$ cat src/rtl/calc_pkg.sv
// Shared types and constants for the keypad calculator front end.
package calc_pkg;

   typedef enum logic [2:0] {
      ST_ENTER_A,
      ST_ENTER_B,
      ST_WR1,
      ST_WR2,
      ST_WR3,
      ST_RUN,
      ST_CONV,
      ST_SHOW
   } calc_state_t;

   localparam logic [3:0] OP_ADD     = 4'hA;
   localparam logic [3:0] OP_SUB     = 4'hB;
   localparam logic [3:0] OP_MUL     = 4'hC;
   localparam logic [3:0] OP_DIV     = 4'hD;
   localparam logic [3:0] KEY_ENTER  = 4'hE;
   localparam logic [3:0] KEY_RECALL = 4'hF;

   localparam logic [7:0] CH_SPACE = 8'h20;
   localparam logic [7:0] CH_ZERO  = 8'h30;
   localparam logic [7:0] CH_EQ    = 8'h3D;
   localparam logic [7:0] CH_MINUS = 8'h2D;
   localparam logic [7:0] CH_PLUS  = 8'h2B;
   localparam logic [7:0] CH_X     = 8'h78;
   localparam logic [7:0] CH_SLASH = 8'h2F;

   localparam logic [127:0] ROW_BLANK = {16{CH_SPACE}};
   localparam logic [127:0] ROW2_DIV0 = {"=DIV0", {11{CH_SPACE}}};
   localparam logic [127:0] ROW2_OVF  = {"=OVF", {12{CH_SPACE}}};
   localparam logic [127:0] ROW2_TIME = {"=TIME", {11{CH_SPACE}}};

   function automatic logic [63:0] pow10(input int n);
      logic [63:0] p;
      p = 64'd1;
      for (int i = 0; i < n; i++) begin
         p = p * 64'd10;
      end
      return p;
   endfunction

   function automatic logic [7:0] op_char(input logic [3:0] op);
      case (op)
         OP_ADD:  return CH_PLUS;
         OP_SUB:  return CH_MINUS;
         OP_MUL:  return CH_X;
         OP_DIV:  return CH_SLASH;
         default: return CH_SPACE;
      endcase
   endfunction

endpackage

$ cat src/rtl/bin2bcd_seq.sv
// Sequential double-dabble: 32-bit binary to 10 BCD nibbles, done exactly 33 cycles after start.
module bin2bcd_seq (
   input  logic        clk,
   input  logic        nrst,
   input  logic        start,
   input  logic [31:0] bin,
   output logic        done,
   output logic [39:0] bcd
);

   logic [31:0] shift_r;
   logic [4:0]  cnt_r;
   logic        run_r;
   logic [39:0] adj_s;

   // Add-3 correction of every nibble ahead of the next shift
   always_comb begin
      adj_s = 40'd0;
      for (int i = 0; i < 10; i++) begin
         if (bcd[4*i +: 4] >= 4'd5) begin
            adj_s[4*i +: 4] = bcd[4*i +: 4] + 4'd3;
         end else begin
            adj_s[4*i +: 4] = bcd[4*i +: 4];
         end
      end
   end

   // Load on start, then 32 shift steps; done pulses with the final step
   always_ff @(posedge clk or negedge nrst) begin
      if (!nrst) begin
         shift_r <= 32'd0;
         cnt_r   <= 5'd0;
         run_r   <= 1'b0;
         done    <= 1'b0;
         bcd     <= 40'd0;
      end else begin
         done <= 1'b0;
         if (start) begin
            shift_r <= bin;
            bcd     <= 40'd0;
            cnt_r   <= 5'd0;
            run_r   <= 1'b1;
         end else if (run_r) begin
            {bcd, shift_r} <= {adj_s[38:0], shift_r, 1'b0};
            cnt_r          <= cnt_r + 5'd1;
            if (cnt_r == 5'd31) begin
               run_r <= 1'b0;
               done  <= 1'b1;
            end
         end
      end
   end

endmodule

$ cat src/rtl/calc_io_ctrl.sv
// Keypad-to-CPU calculator front end: operand entry, CPU memory writes, result display.
// Optional CPU watchdog enabled by defining CALC_TIMEOUT_EN.
module calc_io_ctrl
   import calc_pkg::*;
#(
   parameter int          DIGITS         = 4,
   parameter int          RES_DIGITS     = 8,
   parameter logic [31:0] ADDR_OP1       = 32'd220,
   parameter logic [31:0] ADDR_OP2       = 32'd240,
   parameter logic [31:0] ADDR_OPC       = 32'd260,
   parameter logic [31:0] ADDR_IDLE      = 32'd320,
   parameter int          TIMEOUT_CYCLES = 1000000
) (
   input  logic         clk,
   input  logic         nrst,
   input  logic         key_valid,
   input  logic [3:0]   key_code,
   input  logic         cpu_done,
   input  logic [31:0]  res_data,
   output logic [31:0]  bus_addr,
   output logic [31:0]  bus_wdata,
   output logic         bus_we,
   output logic         cpu_en,
   output logic         busy,
   output logic [127:0] row1,
   output logic [127:0] row2
);

   localparam int          BCD_W     = 4 * DIGITS;
   localparam logic [3:0]  DIGITS_W  = 4'(DIGITS);
   localparam logic [63:0] ANS_LIMIT = pow10(DIGITS);
`ifdef CALC_TIMEOUT_EN
   localparam logic [31:0] TIMEOUT_LAST = 32'(TIMEOUT_CYCLES - 1);
`endif

   function automatic logic [127:0] render_row1(input logic [BCD_W-1:0] a,
                                               input logic [3:0] op,
                                               input logic [BCD_W-1:0] b);
      logic [127:0] r;
      r = ROW_BLANK;
      for (int i = 0; i < DIGITS; i++) begin
         r[127-8*i -: 8]            = CH_ZERO | {4'd0, a[4*(DIGITS-1-i) +: 4]};
         r[127-8*(DIGITS+1+i) -: 8] = CH_ZERO | {4'd0, b[4*(DIGITS-1-i) +: 4]};
      end
      r[127-8*DIGITS -: 8] = op_char(op);
      return r;
   endfunction

   function automatic logic [127:0] render_row2(input logic [39:0] bcd, input logic neg);
      logic [127:0] r;
      r = ROW_BLANK;
      r[127:120] = CH_EQ;
      r[119:112] = neg ? CH_MINUS : CH_SPACE;
      for (int i = 0; i < RES_DIGITS; i++) begin
         r[127-8*(2+i) -: 8] = CH_ZERO | {4'd0, bcd[4*(RES_DIGITS-1-i) +: 4]};
      end
      return r;
   endfunction

   calc_state_t      state_r;
   logic [31:0]      a_bin_r, b_bin_r, res_r, ans_r;
   logic [BCD_W-1:0] a_bcd_r, b_bcd_r, ans_bcd_r;
   logic [3:0]       a_cnt_r, b_cnt_r, op_r;
   logic             ans_valid_r, conv_start_r;
`ifdef CALC_TIMEOUT_EN
   logic [31:0]      timer_r;
`endif

   logic             is_digit_s, is_op_s, recall_ok_s, conv_done_s, ovf_s;
   logic [31:0]      a_bin_app_s, b_bin_app_s, mag_s;
   logic [BCD_W-1:0] a_bcd_app_s, b_bcd_app_s;
   logic [39:0]      conv_bcd_s;

   // Key decode, digit-appended operands, recall eligibility and result magnitude
   always_comb begin
      is_digit_s  = (key_code <= 4'd9);
      is_op_s     = (key_code >= OP_ADD) && (key_code <= OP_DIV);
      a_bin_app_s = a_bin_r * 32'd10 + {28'd0, key_code};
      b_bin_app_s = b_bin_r * 32'd10 + {28'd0, key_code};
      a_bcd_app_s = BCD_W'({a_bcd_r, key_code});
      b_bcd_app_s = BCD_W'({b_bcd_r, key_code});
      recall_ok_s = ans_valid_r && !ans_r[31] && ({32'd0, ans_r} < ANS_LIMIT);
      if (res_r[31]) begin
         mag_s = ~res_r + 32'd1;
      end else begin
         mag_s = res_r;
      end
      ovf_s = ((conv_bcd_s >> (4 * RES_DIGITS)) != 40'd0);
   end

   bin2bcd_seq u_conv (
      .clk   (clk),
      .nrst  (nrst),
      .start (conv_start_r),
      .bin   (mag_s),
      .done  (conv_done_s),
      .bcd   (conv_bcd_s)
   );

   // Main controller FSM with registered bus, CPU and display outputs
   always_ff @(posedge clk or negedge nrst) begin
      if (!nrst) begin
         state_r      <= ST_ENTER_A;
         a_bin_r      <= 32'd0;
         b_bin_r      <= 32'd0;
         a_bcd_r      <= '0;
         b_bcd_r      <= '0;
         a_cnt_r      <= 4'd0;
         b_cnt_r      <= 4'd0;
         op_r         <= OP_ADD;
         res_r        <= 32'd0;
         ans_r        <= 32'd0;
         ans_bcd_r    <= '0;
         ans_valid_r  <= 1'b0;
         conv_start_r <= 1'b0;
         bus_addr     <= ADDR_IDLE;
         bus_wdata    <= 32'd0;
         bus_we       <= 1'b0;
         cpu_en       <= 1'b0;
         busy         <= 1'b0;
         row1         <= ROW_BLANK;
         row2         <= ROW_BLANK;
`ifdef CALC_TIMEOUT_EN
         timer_r      <= 32'd0;
`endif
      end else begin
         conv_start_r <= 1'b0;
         case (state_r)
            ST_ENTER_A: begin
               if (key_valid) begin
                  if (is_digit_s) begin
                     if (a_cnt_r < DIGITS_W) begin
                        a_bin_r <= a_bin_app_s;
                        a_bcd_r <= a_bcd_app_s;
                        a_cnt_r <= a_cnt_r + 4'd1;
                        row1    <= render_row1(a_bcd_app_s, op_r, b_bcd_r);
                     end
                  end else if (is_op_s) begin
                     op_r    <= key_code;
                     state_r <= ST_ENTER_B;
                     row1    <= render_row1(a_bcd_r, key_code, b_bcd_r);
                  end else if (key_code == KEY_RECALL && recall_ok_s) begin
                     a_bin_r <= ans_r;
                     a_bcd_r <= ans_bcd_r;
                     a_cnt_r <= DIGITS_W;
                     row1    <= render_row1(ans_bcd_r, op_r, b_bcd_r);
                  end
               end
            end
            ST_ENTER_B: begin
               if (key_valid) begin
                  if (is_digit_s) begin
                     if (b_cnt_r < DIGITS_W) begin
                        b_bin_r <= b_bin_app_s;
                        b_bcd_r <= b_bcd_app_s;
                        b_cnt_r <= b_cnt_r + 4'd1;
                        row1    <= render_row1(a_bcd_r, op_r, b_bcd_app_s);
                     end
                  end else if (is_op_s) begin
                     op_r <= key_code;
                     row1 <= render_row1(a_bcd_r, key_code, b_bcd_r);
                  end else if (key_code == KEY_RECALL) begin
                     if (recall_ok_s) begin
                        b_bin_r <= ans_r;
                        b_bcd_r <= ans_bcd_r;
                        b_cnt_r <= DIGITS_W;
                        row1    <= render_row1(a_bcd_r, op_r, ans_bcd_r);
                     end
                  end else if (op_r == OP_DIV && b_bin_r == 32'd0) begin
                     state_r <= ST_SHOW;
                     busy    <= 1'b1;
                     row2    <= ROW2_DIV0;
                  end else begin
                     state_r   <= ST_WR1;
                     busy      <= 1'b1;
                     bus_addr  <= ADDR_OP1;
                     bus_wdata <= a_bin_r;
                     bus_we    <= 1'b1;
                  end
               end
            end
            // Each write state presents its own word; the next one is set up here
            ST_WR1: begin
               state_r   <= ST_WR2;
               bus_addr  <= ADDR_OP2;
               bus_wdata <= b_bin_r;
            end
            ST_WR2: begin
               state_r   <= ST_WR3;
               bus_addr  <= ADDR_OPC;
               bus_wdata <= {28'd0, op_r};
            end
            ST_WR3: begin
               state_r   <= ST_RUN;
               bus_addr  <= ADDR_IDLE;
               bus_wdata <= 32'd0;
               bus_we    <= 1'b0;
               cpu_en    <= 1'b1;
`ifdef CALC_TIMEOUT_EN
               timer_r   <= 32'd0;
`endif
            end
            ST_RUN: begin
               if (cpu_done) begin
                  res_r        <= res_data;
                  cpu_en       <= 1'b0;
                  conv_start_r <= 1'b1;
                  state_r      <= ST_CONV;
               end
`ifdef CALC_TIMEOUT_EN
               else if (timer_r == TIMEOUT_LAST) begin
                  cpu_en  <= 1'b0;
                  row2    <= ROW2_TIME;
                  state_r <= ST_SHOW;
               end else begin
                  timer_r <= timer_r + 32'd1;
               end
`endif
            end
            ST_CONV: begin
               if (conv_done_s) begin
                  row2        <= ovf_s ? ROW2_OVF : render_row2(conv_bcd_s, res_r[31]);
                  ans_r       <= res_r;
                  ans_bcd_r   <= conv_bcd_s[BCD_W-1:0];
                  ans_valid_r <= 1'b1;
                  state_r     <= ST_SHOW;
               end
            end
            ST_SHOW: begin
               if (key_valid && key_code == KEY_ENTER) begin
                  state_r <= ST_ENTER_A;
                  busy    <= 1'b0;
                  row1    <= ROW_BLANK;
                  row2    <= ROW_BLANK;
                  a_bin_r <= 32'd0;
                  b_bin_r <= 32'd0;
                  a_bcd_r <= '0;
                  b_bcd_r <= '0;
                  a_cnt_r <= 4'd0;
                  b_cnt_r <= 4'd0;
                  op_r    <= OP_ADD;
               end
            end
            default: begin
               state_r <= ST_ENTER_A;
               busy    <= 1'b0;
               bus_we  <= 1'b0;
               cpu_en  <= 1'b0;
            end
         endcase
      end
   end

endmodule

$ cat config.mk
export PLATFORM = sky130hd
export DESIGN_NAME = calc_io_ctrl
export DESIGN_NICKNAME = d
export VERILOG_FILES = /design/src/rtl/calc_pkg.sv /design/src/rtl/bin2bcd_seq.sv /design/src/rtl/calc_io_ctrl.sv
export SDC_FILE = /design/constraint.sdc
export NUM_CORES = 1
export LEC_CHECK = 0
export ABC_AREA = 0
export CORE_MARGIN = 2
export CORE_UTILIZATION = 50
export CTS_CLUSTER_SIZE = 25
export DETAILED_ROUTE_END_ITERATION = 8
export GPL_TIMING_DRIVEN = 1
export PLACE_DENSITY_LB_ADDON = 0.12
export SLEW_MARGIN = 30
export SYNTH_ARGS = -nofsm -noshare
export SYNTH_HDL_FRONTEND = slang
export SYNTH_SLANG_ARGS = --single-unit
$ cat constraint.sdc
create_clock -name clk -period 6.43 [get_ports clk]
set_clock_uncertainty 0.15 [all_clocks]
set_input_delay 0.643 -clock clk [delete_from_list [all_inputs] [get_ports clk]]
set_output_delay 0.643 -clock clk [all_outputs]
set_load 0.01 [all_outputs]
Word level (Yosys, flattened, before mapping) --
Cells that the tools add are included.
Word-level totals: bits in registers 595, input port bits 40
Cells by class: bitwise gates (word level) 1, reduce and logical (&&, ||, !) cells 32, order comparisons 16, $add $sub $neg 16, equal/unequal tests 43, muxes and demuxes 134, $mul 2
Operators by type and width (number):
- two-way mux 128 bit | 18
- two-way mux 32 bit | 25
- one-hot mux 128 bit (3 select lines) | 2
- one-hot mux 32 bit (4 select lines) | 2
- two-way mux 16 bit | 12
- one-hot mux 32 bit (2 select lines) | 2
- two-way mux 119 bit | 1
- two-way mux 4 bit | 26
- two-way mux 40 bit | 2
- adder 32 x 4 -> 32 bit | 2
- multiplier 32 x 3 -> 31 bit (second input constant) | 2
- one-hot mux 16 bit (2 select lines) | 2
- one-hot mux 7 bit (4 select lines) | 2
- equality test 4 bit (second input constant) | 10
- greater-or-equal comparator 4 x 3 -> 1 bit (second input constant) | 10
- nonzero test 40 bit | 1
- adder 4 x 2 -> 4 bit (second input constant) | 9
- two-way mux 3 bit | 12
- adder 32 x 1 -> 32 bit (second input constant) | 1
- zero test 32 bit | 1
- < comparator 32 x 14 -> 1 bit (second input constant) | 1
- NOT 32 bit | 1
- inequality test 2 bit (second input constant) | 12
- one-hot mux 3 bit (8 select lines) | 1
- 31 further kinds | 87

Longest topological paths before layout --
word-level depth 9, depth in mapped cells 13

By module --
A second synthesis with hierarchy kept.
Second synthesis, totals: cells, all modules 2906, area, all modules 25431.9 µm²
By module, submodules not included:
- calc_io_ctrl | instances 1, area each 20981.4 µm², cells an instance 2462, seq. area each 7838.8 µm²
- bin2bcd_seq | instances 1, area each 4450.5 µm², cells an instance 444, seq. area each 1976.9 µm²

Worst setup path before layout --
OpenSTA, ideal clock, no wires.
path kind reg-to-reg, start point reg b_bin_r[1], end point reg b_bin_r[27], period minus slack after synthesis 4.264 ns, library setup time 0.069 ns, data required time 6.211 ns, arrival 4.045 ns, stages on the path, launching flop included 14, path slack 2.166 ns, path buffers 1, cells stage by stage dfrtp_1 -> ha_1 -> ha_1 -> fa_1 -> a211o_1 -> a2111oi_1 -> o21ai_0 -> xor2_1 -> nand3_1 -> nand4bb_2 -> or4_1 -> clkbuf_2 -> or4_1 -> nand3_1
On the way: longest elaborated chain between the ends 6
RTL lines:
- from (decl) | line calc_io_ctrl.sv:61 | logic [31:0] a_bin_r, b_bin_r, res_r, ans_r;
- from (signal assigned) | line calc_io_ctrl.sv:154 | b_bin_r <= b_bin_app_s;
- from (signal assigned) | line calc_io_ctrl.sv:164 | b_bin_r <= ans_r;
- multiplier 32 x 3 -> 31 bit | line calc_io_ctrl.sv:79 | b_bin_app_s = b_bin_r * 32'd10 + {28'd0, key_code};
- adder 32 x 4 -> 32 bit | line calc_io_ctrl.sv:79
- two-way mux 32 bit | line calc_io_ctrl.sv:153 | if (b_cnt_r < DIGITS_W) begin
- two-way mux 32 bit | line calc_io_ctrl.sv:152 | if (is_digit_s) begin
- two-way mux 32 bit | line calc_io_ctrl.sv:151 | if (key_valid) begin
- one-hot mux 32 bit (2 select lines) | line calc_io_ctrl.sv:128 | case (state_r)
Every way passes these cells. The select of a mux whose other input is x is not followed. A chain may end at the register's enable or synchronous reset.

Worst setup path after layout --
Ends and elaborated chain as after synthesis.

==> parameters.txt <==
Parameter                              Value

Outcome
  Outcome ... finished clean

CTS
  Deepest level of the CTS H-tree ... 2
  Clock-pin slew of the registers on the worst-case setup and hold paths ... 60 ps
  Maximum buffer depth of the clock tree ... 3
  Hold_buf cts ... 1
  Number of instances resized during post-cts repair ... 0
  Cell at the root of the clock tree ... clkbuf_16
  Clock buffer count from CTS ... 44
  Clock Latency Late Sink ... 590 ps
  Clock tree from TritonCTS ... built
  Post-CTS setup buffers ... 0
  Clk sinks ... 392

Worst setup path
  Cell family with most CP delay ... simple AND/OR/NAND/NOR gates
  Worst path slowest cell ... or4_1
  Startpoint Class ... flop
  CP Capture Type ... flop
  Stage delay of the slowest cell on the critical path ... 570 ps
  Critical path cell sequence ... ha_1 -> ha_1 -> fa_1 -> a211o_1 -> a2111oi_1 -> o21ai_0 -> xor2_1 -> nand3_1 -> nand4bb_2 -> or4_1 -> or4_1 -> nand3_1
  Maximum fanout along the worst path ... 7
  Data required time at the worst endpoint ... 6790 ps
  Type of the worst setup path ... reg2reg
  Number of buffers and inverters on the critical path ... 0
  Data arrival, critical path ... 5150 ps

Logic synthesis
  Share of flip-flops with an asynchronous set or reset ... 100.0%
  Post-synth design cell area ... 25550 um^2
  Top_reg_cell synth ... dfrtp_1
  Synthesized netlist cell count ... 2919
  YS warnings ... 0
  Number of enable flip-flop cells after synthesis ... 0
  Post-synthesis sequential element count ... 392
  Per-instance average area after synthesis ... 8.754 um^2
  Part of the Yosys area used for sequential elements ... 38.41%
  Unique masters post-synth ... 105

Drt
  Post-route DRC violation count ... 0
  Detailed-route wire length ... 68.29 mm
  Detailed Route Iter0 Violations ... 1577
  Number of iterations in the first detailed-routing pass ... 5
  Wire length per cell after detailed routing ... 18.47 um
  Final antenna-violating net count ... 0
  Via count ... 21.01k
  Vias per inst ... 5.684

Global routing
  Vias in the first global route ... 20.21k
  Overall overflow remaining after global route ... 0
  Met2 capacity usage during global routing ... 40.47%
  GRT busiest layer ... met2
  Global-route track usage on met1 ... 34.49%
  Global-route wire length before repair ... 109.3 mm
  GR Util met3 ... 4.415%
  Overall Global Routing Usage ... 25.36%
  Pin count of the biggest net entering global routing ... 158
  Number of antenna violations at the first check in global routing ... 4

Die
  Chip Height ... 230.1 um
  Die ar. ... 52930 um^2
  Boundary Pins ... 363
  Initial Util ... 50.83%
  Horizontal extent of the die ... 230.1 um
  Standard-cell rows ... 82
  Core ar. ... 50270 um^2

Finish
  Most common cell after layout, fill and taps aside ... nand2_1
  Net count, final ... 3175
  Fillers ... 4597
  Sequential cell area ... 9822 um^2
  Multi-input gate area in the final layout ... 14060 um^2
  Top library cells by usage in the layout, fill and taps aside ... nand2_1, dfrtp_1, o21ai_0
  Post-route non-filler standard cell count ... 3697
  Area of all placed cells without fillers ... 28430 um^2
  Post-layout util ... 56.56%
  Fraction of layout instances using a drive strength above 1 ... 6.682%
  Area Overhead vs Synth ... 11.27%

Timing
  Tightest Pin Transition ... 862.2 ps
  Slew Limit Fails ... 0
  FMAX ... 0.2088 GHz
  Final hold violations ... 0
  Unrepaired setup endpoints after global routing ... false
  Setup violation total in the final timing report ... 0
  Max-Slew Margin vs Limit ... 41.79%
  Final worst-path setup slack ... 1641 ps
  Final clock period utilization by the worst path ... 74.47%
  Final-layout setup total negative slack ... 0 ps
  Shortest clock period the worst path allows after layout ... 4789 ps

Power
  Switching power share of the total ... 41.13%
  Maximum ir drop on the vdd rail ... 0.0003016 V
  Leak pwr ... 0.01318 uW
  Cell-internal power ... 7027 uW
  Power density of the placed cells ... 419.9 nW/um^2
  Part of the total power dissipated in combinational logic ... 43.4%
  Sequential fraction of design power ... 35.8%
  Total net switching power ... 4911 uW
  Share of power burned in the clock network ... 20.8%

Place
  Half-perimeter wire length of the detailed placement result ... 49.20 mm
  Count of port buffers added during placement ... 181
  Worst setup timing slack at the placement stage ... 1463 ps
  Global placement routability congestion ... 0.8999
  Dpl cell area ... 26980 um^2
  Dpl cells ... 3614

Hold path
  Worst hold path type ... reg2reg

Run
  Maximum capacitance violations ... 0
[cell families after synthesis]
family | Yosys count | synth area share, %
buffers and inverters | 418 | 9.392
XOR/XNOR | 126 | 4.319
adder cells (fa/ha/maj) | 146 | 7.267
AO/OA/AOI/OAI | 779 | 19.26
flip-flops | 392 | 38.41
multiplexers | 100 | 4.143
AND/OR/NAND/NOR | 956 | 17.17
other | 2 | 0.02939
[final timing paths]
kind	slack, ps	cells past startpoint	start	to
max in group asynchronous	4110	3	nrst	u_conv.run_r$_DFF_PN0_
min in group asynchronous	500	2	nrst	a_bin_r[23]$_DFFE_PN0P_
worst max register to register	1640	12	b_bin_r[1]$_DFFE_PN0P_	b_bin_r[27]$_DFFE_PN0P_
worst min register to register	320	1	ans_valid_r$_DFFE_PN0P_	ans_valid_r$_DFFE_PN0P_
worst max-delay path	1640	12	b_bin_r[1]$_DFFE_PN0P_	b_bin_r[27]$_DFFE_PN0P_
worst min-delay path	320	1	ans_valid_r$_DFFE_PN0P_	ans_valid_r$_DFFE_PN0P_
[power by group through the flow]
stage | Sequential (uW) | Clock [uW] | Combinational (uW)
6_report | 4270 | 2490 | 5180
5_1_grt | 4400 | 2650 | 5770
4_1_cts | 4270 | 2550 | 5180
3_5_place_dp | 4300 | 0 | 5140
3_3_place_gp | 4270 | 0 | 5040
2_1_floorplan | 4040 | 0 | 3640
[final cells by class]
class                           instances  area share [%]
Sequential cell                       392           34.54
Clock buffer                           67           4.563
Timing Repair Buffer                  207           7.243
Multi-Input combinational cell       2288           49.46
Clock inverter                         13          0.4753
Antenna cell                            2         0.01760
Tap cell                              672           2.957
Inverter                               56          0.7393
[worst reg2reg max path, cell delays in order, from the launching register on]
cell and delay, ps:
dfrtp_1 470, ha_1 350, ha_1 250, fa_1 450, a211o_1 370, a2111oi_1 540, o21ai_0 220, xor2_1 310
nand3_1 160, nand4bb_2 300, or4_1 570, or4_1 520, nand3_1 90
[per-stage QoR]
stage,hold slack (ps),power [uW]
after global routing,352.5,12820
after floorplan,197.4,7677
after detailed placement,311.8,9441
after global placement,303.5,9308
final,322.3,11940
after CTS,329.1,11990
[state kept, by name, summed over array words and instances, names as in the netlist, 32 cells and up]
name and count:
u_conv.shift_r 32, row1 38, u_conv.bcd 40, row2 41, a_bin_r 32, b_bin_r 32
bus_wdata 32, res_r 32, ans_r 32
[synth_stat cells, drive strengths merged (37+ instances only)]
| master | count | share of area [%] |
|---|---|---|
| mux2i | 54 | 2.1 |
| a21oi | 206 | 4.1 |
| a211oi | 37 | 1.1 |
| o31ai | 44 | 1.3 |
| dfrtp | 387 | 38 |
| xnor2 | 86 | 2.9 |
| buf | 222 | 6.4 |
| o21ai | 256 | 5.1 |
| nor2 | 227 | 3.3 |
| nand2 | 420 | 6.2 |
| nand3 | 64 | 1.3 |
| clkbuf | 140 | 2.2 |
| nor3 | 41 | 0.82 |
| ha | 142 | 7.0 |
| a21o | 46 | 1.4 |
| mux2 | 46 | 2.0 |
| inv | 54 | 0.79 |
| xor2 | 40 | 1.4 |
[routing by layer]
metal / part of all wire, % / vias to the layer above
met2: 47 / 571
met3: 6.0 / 131
met4: 3.3 / 4
li1: - / 10089
met1: 44 / 10219
met5: 0.10 / -
(Power assumes the default switching activity.)
